File: src/rtl/seg7_scan_driver.sv
// seg7_scan_driver: four-digit multiplexed seven-segment driver.
// CPU writes land in a shadow register and are committed at the start of a
// scan frame (entry to digit 0) so the display never tears. Every digit change
// inserts BLANK_CYCLES of anode dead-time. All pins are registered, active-low.
// Optional feature: define SEG7_LZB_EN for leading-zero blanking of digits 3..1.
module seg7_scan_driver #(
  parameter int unsigned BLANK_CYCLES = 4
) (
  input  logic        clk_in,
  input  logic        rst,
  input  logic [1:0]  scan_sel,
  input  logic        blink,
  input  logic        wr_en,
  input  logic [15:0] wr_data,
  input  logic [3:0]  dp_in,
  input  logic [3:0]  blink_mask,
  output logic [3:0]  an,
  output logic [6:0]  seg,
  output logic        dp,
  output logic        pending
);

  localparam logic [0:0] BLANK    = 1'b0;
  localparam logic [0:0] DRIVE    = 1'b1;
  localparam logic [7:0] CNT_LAST = 8'(BLANK_CYCLES - 1);

  logic [19:0] shadow_q, shadow_d;
  logic [19:0] active_q, active_d;
  logic        pending_q, pending_d;
  logic [1:0]  scan_q, scan_d;
  logic [7:0]  cnt_q, cnt_d;
  logic [0:0]  state_q, state_d;
  logic [3:0]  an_q, an_d;
  logic [6:0]  seg_q, seg_d;
  logic        dp_q, dp_d;

  logic            chg;
  logic            commit;
  logic [3:0][3:0] nibs;
  logic [3:0]      dps;
`ifdef SEG7_LZB_EN
  logic [3:0]      lz;
`endif

  // Hex nibble to active-low {g,f,e,d,c,b,a}.
  function automatic logic [6:0] decode(input logic [3:0] nib);
    logic [6:0] s;
    s = 7'h7F;
    case (nib)
      4'h0: s = 7'b1000000;
      4'h1: s = 7'b1111001;
      4'h2: s = 7'b0100100;
      4'h3: s = 7'b0110000;
      4'h4: s = 7'b0011001;
      4'h5: s = 7'b0010010;
      4'h6: s = 7'b0000010;
      4'h7: s = 7'b1111000;
      4'h8: s = 7'b0000000;
      4'h9: s = 7'b0010000;
      4'hA: s = 7'b0001000;
      4'hB: s = 7'b0000011;
      4'hC: s = 7'b1000110;
      4'hD: s = 7'b0100001;
      4'hE: s = 7'b0000110;
      4'hF: s = 7'b0001110;
      default: s = 7'h7F;
    endcase
    return s;
  endfunction

  // Next-state: write/commit, dead-time FSM, and the pin values for the next cycle.
  // Pins are computed from the next state so they line up with the registered FSM.
  always_comb begin
    chg       = (scan_sel != scan_q);
    commit    = chg && (scan_sel == 2'd0) && pending_q;

    // Commit takes the old shadow even when a write lands in the same cycle.
    active_d  = commit ? shadow_q : active_q;
    shadow_d  = wr_en ? {dp_in, wr_data} : shadow_q;
    pending_d = wr_en ? 1'b1 : (commit ? 1'b0 : pending_q);
    scan_d    = scan_sel;

    state_d   = state_q;
    cnt_d     = cnt_q;
    if (chg) begin
      state_d = BLANK;
      cnt_d   = '0;
    end else if (state_q == BLANK) begin
      if (cnt_q == CNT_LAST) begin
        state_d = DRIVE;
      end else begin
        cnt_d = cnt_q + 8'd1;
      end
    end

    nibs = active_d[15:0];
    dps  = active_d[19:16];
`ifdef SEG7_LZB_EN
    lz[3] = (nibs[3] == 4'h0) && !dps[3];
    lz[2] = lz[3] && (nibs[2] == 4'h0) && !dps[2];
    lz[1] = lz[2] && (nibs[1] == 4'h0) && !dps[1];
    lz[0] = 1'b0;
`endif

    an_d  = '1;
    seg_d = 7'h7F;
    dp_d  = 1'b1;
    if (state_d == DRIVE) begin
      seg_d = decode(nibs[scan_d]);
      dp_d  = ~dps[scan_d];
      an_d  = ~(4'b0001 << scan_d);
      if (blink_mask[scan_d] && blink) begin
        an_d = '1;
        dp_d = 1'b1;
      end
`ifdef SEG7_LZB_EN
      if (lz[scan_d]) begin
        an_d = '1;
        dp_d = 1'b1;
      end
`endif
    end
  end

  // State and output registers with asynchronous reset to all-off.
  always_ff @(posedge clk_in or posedge rst) begin
    if (rst) begin
      shadow_q  <= '0;
      active_q  <= '0;
      pending_q <= 1'b0;
      scan_q    <= '0;
      cnt_q     <= '0;
      state_q   <= BLANK;
      an_q      <= '1;
      seg_q     <= 7'h7F;
      dp_q      <= 1'b1;
    end else begin
      shadow_q  <= shadow_d;
      active_q  <= active_d;
      pending_q <= pending_d;
      scan_q    <= scan_d;
      cnt_q     <= cnt_d;
      state_q   <= state_d;
      an_q      <= an_d;
      seg_q     <= seg_d;
      dp_q      <= dp_d;
    end
  end

  assign an      = an_q;
  assign seg     = seg_q;
  assign dp      = dp_q;
  assign pending = pending_q;

endmodule

File: config.mk
export PLATFORM = sky130hd
export DESIGN_NAME = seg7_scan_driver
export DESIGN_NICKNAME = d
export VERILOG_FILES = /design/src/rtl/seg7_scan_driver.sv
export SDC_FILE = /design/constraint.sdc
export NUM_CORES = 1
export LEC_CHECK = 0
export ABC_AREA = 1
export CORE_ASPECT_RATIO = 0.5
export CORE_UTILIZATION = 57
export CTS_BUF_LIST = sky130_fd_sc_hd__clkbuf_2
export DETAILED_ROUTE_END_ITERATION = 7
export PLACE_DENSITY = 0.82
export SLEW_MARGIN = 5
export SYNTH_ARGS = -nofsm -noshare
export SYNTH_HDL_FRONTEND = slang
export SYNTH_SLANG_ARGS = --single-unit
File: constraint.sdc
create_clock -name clk_in -period 2.8 [get_ports clk_in]
set_clock_uncertainty 0.15 [all_clocks]
set_input_delay 0.42 -clock clk_in [delete_from_list [all_inputs] [get_ports clk_in]]
set_output_delay 0.42 -clock clk_in [all_outputs]
set_load 0.1 [all_outputs]
======== Word-level counts from Yosys, hierarchy flattened ========
Memory sizes are Yosys's and may differ from the RTL's.
Cells that the tools add are included.
W data, S select, Z words.
word-level totals
  output and inout port bits .............. 13
  bits in writable memories ............... 0
  word-level logic and storage cells ...... 45
  memories ................................ 1
  register bits after elaboration ......... 64
  input port bits ......................... 30
  memory bits (read-only) ................. 112
  latch bits .............................. 0
memory list
  name              depth  bits a word  read ports  clocked after memory_dff  wr ports  RTL line  RTL
  (name not given)  16     7            1           0                         0         49        case (nib)
cells by class
  order comparisons ....................... 1
  reductions and logical operators ........ 6
  $add $sub $neg .......................... 1
  shifts and indexed selects .............. 1
  divide/modulo/power cells ............... 0
  multipliers ............................. 0
  bitwise gates (word level) .............. 2
  muxes and demuxes ....................... 20
  equality and inequality tests ........... 4
operators with widths
  cell                   number
  $mux W8                3
  $mux W20               1
  $mux W4                3
  $mux W1                9
  $add A8 B1 Y8 const B  1
  $bmux W4 S2            1
  $eq A8 B2 Y1 const B   1
  $mux W7                1
  $bmux W1 S2            2
  $not A4 Y4             1
  $shl A1 B2 Y4 const A  1
  $logic_and A1 B1 Y1    3
  $lt A2 B3 Y1 const B   1
  $logic_not A2 Y1       1
  $ne A2 B1 Y1 const B   1
  $ne A2 B2 Y1           1
  $ne A2 B2 Y1 const B   1
  $reduce_and A2 Y1      1
  $reduce_bool A2 Y1     1
  $not A1 Y1             1

======== Logic depth before layout (Yosys ltp) ========
  depth in word-level cells ............... 9
  depth in mapped cells ................... 18
  mapped depth without buffers ............ 16

======== Worst setup path before layout ========
OpenSTA, ideal clock, no wires.
  kind .................................... register -> register
  from .................................... reg pending_q, in the netlist pending
  to ...................................... reg seg_q[3], in the netlist seg[3]
  arrival time ............................ 2432 ps
  path buffers ............................ 1
  data required time ...................... 2558 ps
  library setup time ...................... 92 ps
  setup slack ............................. 126 ps
  clock period less this slack ............ 2674 ps
  stages on the path, launching flop included .. 12
  path through ............................ dfrtp_1 -> clkbuf_1 -> nand4_1 -> nand3_1 -> nand2_1 -> nor2_1 -> inv_1 -> ha_1 -> nand2_1 -> nand2_1 -> nand2_1 -> nand3_1
between the ends
  cells in the longest elaborated chain, start to end .. 6
RTL lines
  what                           RTL line  RTL
  start, declared                29        logic pending_q, pending_d;
  start signal, assigned         140       pending_q <= pending_d;
  $logic_and A1 B1 Y1            75        commit = chg && (scan_sel == 2'd0) && pending_q;
  $mux W20                       78        active_d = commit ? shadow_q : active_q;
  $bmux W4 S2                    109       seg_d = decode(nibs[scan_d]);
  $mux W4 (not written as such)  109
  $mem_v2 Z16 W7                 -
  $mux W7                        108       if (state_d == DRIVE) begin
  named net seg_d[3]             34        logic [6:0] seg_q, seg_d;
  end signal, assigned           145       seg_q <= seg_d;
  end, declared                  34
The timed path passes the listed nets, and every way through them passes these cells. The select of a mux whose other input is x is not followed.
A chain may end at the register's enable or synchronous reset.

======== Final worst setup path ========
  from .................................... in scan_sel[0]
  to ...................................... reg seg_q[0], in the netlist seg[0]
between the ends
  cells in the longest elaborated chain, start to end .. 8
  elaborated cells on any way between the ends .. 10
  classes of those cells .................. eq/ne: 1; mux: 5; reduce/logical: 3; memory: 1
RTL lines
  what                                              RTL line  RTL
  start, declared                                   11        input logic [1:0] scan_sel,
  $ne A2 B2 Y1 or $logic_not A2 Y1 (tied branches)  74, 75
  $logic_and A1 B1 Y1 (2 in series)                 75
  $mux W20                                          78
  $bmux W4 S2                                       109
  $mux W4 (not written as such)                     109
  $mem_v2 Z16 W7                                    -
  $mux W7 *                                         108
  named net seg_d[0]                                34
Mark *: on every way through the listed nets, which the timed path passes. The rest lies on a longest branch. The select of a mux whose other input is x is not followed.

==> impl_metrics.json <==
{
  "antenna_found_initial": 0,
  "synth.area.top_cells": "dfrtp_1 (42%), nand2_1 (13%), dfstp_2 (10%)",
  "multi_input_area_um2": 1190,
  "finalWirelength_um": 6760,
  "die_w_um": 106,
  "dr_total_vias": 2621,
  "setup_slack_ps": 340,
  "p_seq_frac": 0.464,
  "synth_top_area_frac": 0.419,
  "worst_slew_pin_slew_ps": 513,
  "initial_core_util": 0.611,
  "syn_inst": 380,
  "max-clock-path-buffers": 2,
  "postCtsSetupBuffers": 0,
  "crit_path_start_kind": "input port",
  "r2r_cells": 11,
  "syn_area_per_cell_um2": 8.18,
  "cts_tree": "yes",
  "cts-root-buf": "clkbuf_2",
  "overflow": 0,
  "fin_cells": 517,
  "ys_seq_area_frac": 0.520,
  "drc": 0,
  "arrival_ps": 2760,
  "grt_first_pass_wirelength_um": 10900,
  "dp_hpwl_um": 5020,
  "status": "completed",
  "dp_cells": 501,
  "cp_max_fo": 16,
  "grt_max_degree": 43,
  "ys_types": 31,
  "cts_hold_buf": 0,
  "ant_nets": 0,
  "rsz0062_at_grt": "no",
  "ys_warn_count": 0,
  "period_minus_slack_ps": 2460,
  "rows": 18,
  "timing.fmax_mhz": 407,
  "die_area_um2": 5770,
  "gp_congestion": 0.877,
  "wl_per_cell_um": 13.1,
  "hold_path.class": "in -> async",
  "synth_area_um2": 3110,
  "end_kind": "flop",
  "grt_use_total": 0.256,
  "syn-num-nets": 417,
  "grt_pass1_vias": 2398,
  "dpl_worst_slack_ps": -118,
  "cts_sinks": 64,
  "clk_pin_slew_ps": 200,
  "cts-htree-levels": 3,
  "async_flop_share": 1.00,
  "synth_edf_count": 0,
  "drive_gt1_frac": 0.166,
  "worstSetupPathType": "in -> reg",
  "finalCritPeriodShare": 0.878,
  "avgViaCountPerCell": 5.07,
  "ys_seq_elements": 64,
  "nets": 479,
  "ff_latch_area_um2": 1620,
  "ir_worst_vdd_mv": 0.406,
  "r2r_slack_ps": 440,
  "nFillCells": 379,
  "p_sw_mw": 0.663,
  "io_pins": 43,
  "ys.flop_type": "dfrtp_1",
  "cell_internal_pwr_mw": 1.59,
  "dr.pass1.iters": 5,
  "switching_share": 0.295,
  "fp.coreArea_um2": 5090,
  "dr.first_iter.drc_count": 105,
  "drv_cap": 0,
  "power_density_nw_per_um2": 582,
  "cts_resized": 0,
  "power_frac_clock": 0.327,
  "r2r_start": "pending",
  "setup_violations": 0,
  "critPathRequiredTime_ps": 3100,
  "insertion_delay_ps": 520,
  "area_delta_synth_final_pct": 24.4,
  "port_buffers": 42,
  "rr_endpoint": "seg[0]",
  "crit_start": "scan_sel[0]",
  "cts_buffers": 9,
  "combPwrFrac": 0.209,
  "hold_viol": 0,
  "diodes": 0,
  "slew_violations": 0,
  "critPathCapture": "seg[0]",
  "synth_top_area_cell": "dfrtp_1",
  "die_y_um": 54.2,
  "max-slew-margin-rel": 0.657,
  "leakagePower_nw": 1.91
}
## critical path: stages
cell and delay (ps):
clkdlybuf4s50_1 550, inv_1 80, nand2_1 70, nand2_1 50, nand2_2 100, nand3_2 290
nand2_1 200, nand3_1 100, nand2_1 70, nor2_1 50, buf_4 150, ha_1 230
inv_1 100, nor2_1 50, a21oi_1 160, nand2_1 80
## Yosys cell counts (all sizes together) (2+ instances only)
cell	number
a21oi	3
and2	12
buf	6
clkbuf	5
dfrtp	52
dfstp	12
ha	7
inv	65
nand2	111
nand3	29
nand4	15
nor2	16
nor3	5
nor4	3
o21a	2
o21ai	30
xor2	2
## power by group through the flow
stage / combinational, mW / clock, mW / sequential [mW]
finish: 0.470 / 0.737 / 1.04
global route: 0.525 / 0.783 / 1.05
CTS: 0.467 / 0.743 / 1.04
detailed placement: 0.463 / 0 / 1.06
global placement: 0.439 / 0 / 1.06
floorplan: 0.299 / 0 / 1.06
## logic make-up after synthesis
group	after synthesis	share of synthesized area
AO/OA/AOI/OAI	39	0.0692
AND/OR/NAND/NOR	192	0.280
XOR/XNOR	2	0.00563
buffers and inverters	76	0.0966
adder cells (fa/ha/maj)	7	0.0282
flip-flops	64	0.520
## metrics by stage
stage                     setup TNS [ps]  cell area (um^2)  power, mW  hold slack, ps  utilization
final                                  0              3870       2.25            76.2        0.760
after global routing                   0              3870       2.36            96.5        0.760
after CTS                              0              3870       2.25            81.8        0.760
after detailed placement            -447              3700       1.52             327        0.728
after global placement                 0              3700       1.50             316        0.728
after floorplan                        0              3110       1.36             294            -
## placed cells by master (no fill, tap or decap), drive strengths merged
master / count
a21oi: 3
and2: 12
o21a: 2
bufinv: 3
ha: 7
a21o: 1
o21ai: 30
clkinvlp: 1
dfrtp: 52
a41oi: 1
o31ai: 1
nor2: 16
nor3: 5
nor4: 3
clkinv: 3
or2: 1
xor2: 2
o211ai: 1
inv: 65
nand2: 111
nand4: 15
clkbuf: 9
clkdlybuf4s50: 29
dfstp: 12
buf: 33
nand3: 29
## flip-flops by register name, indices dropped and copies added (netlist names)
signal / cells
pending: 1
shadow_q: 20
seg: 7
an: 4
scan_q: 2
state_q: 1
cnt_q: 8
active_q: 20
dp: 1
## worst min-delay path by stage
stage                      start  cells after the start            to  slack [ps]
floorplan           active_q[16]                      2  active_q[16]         290
global placement    active_q[16]                      2  active_q[16]         320
detailed placement  shadow_q[12]                      1  active_q[12]         330
CTS                          rst                      2  active_q[17]          80
global route                 rst                      2  active_q[17]         100
finish                       rst                      2  active_q[17]          80
## area by class of cell
type,instances,share of cell area
repair buffers,62,0.146
clock buffers,9,0.0116
clock inverters,7,0.0310
multi-input cells,240,0.308
inverters,65,0.0631
flip-flops and latches,64,0.418
well taps,70,0.0226
## layer usage
| layer | vias to the layer above | global-route usage | part of all wire |
|---|---|---|---|
| met5 | - | 0 | 0 |
| met4 | 0 | 0.0822 | 0.016 |
| met3 | 14 | 0.0655 | 0.058 |
| met2 | 74 | 0.444 | 0.46 |
| met1 | 1217 | 0.326 | 0.46 |
| li1 | 1316 | - | - |
Note: power is estimated with default switching activity, not from simulation.
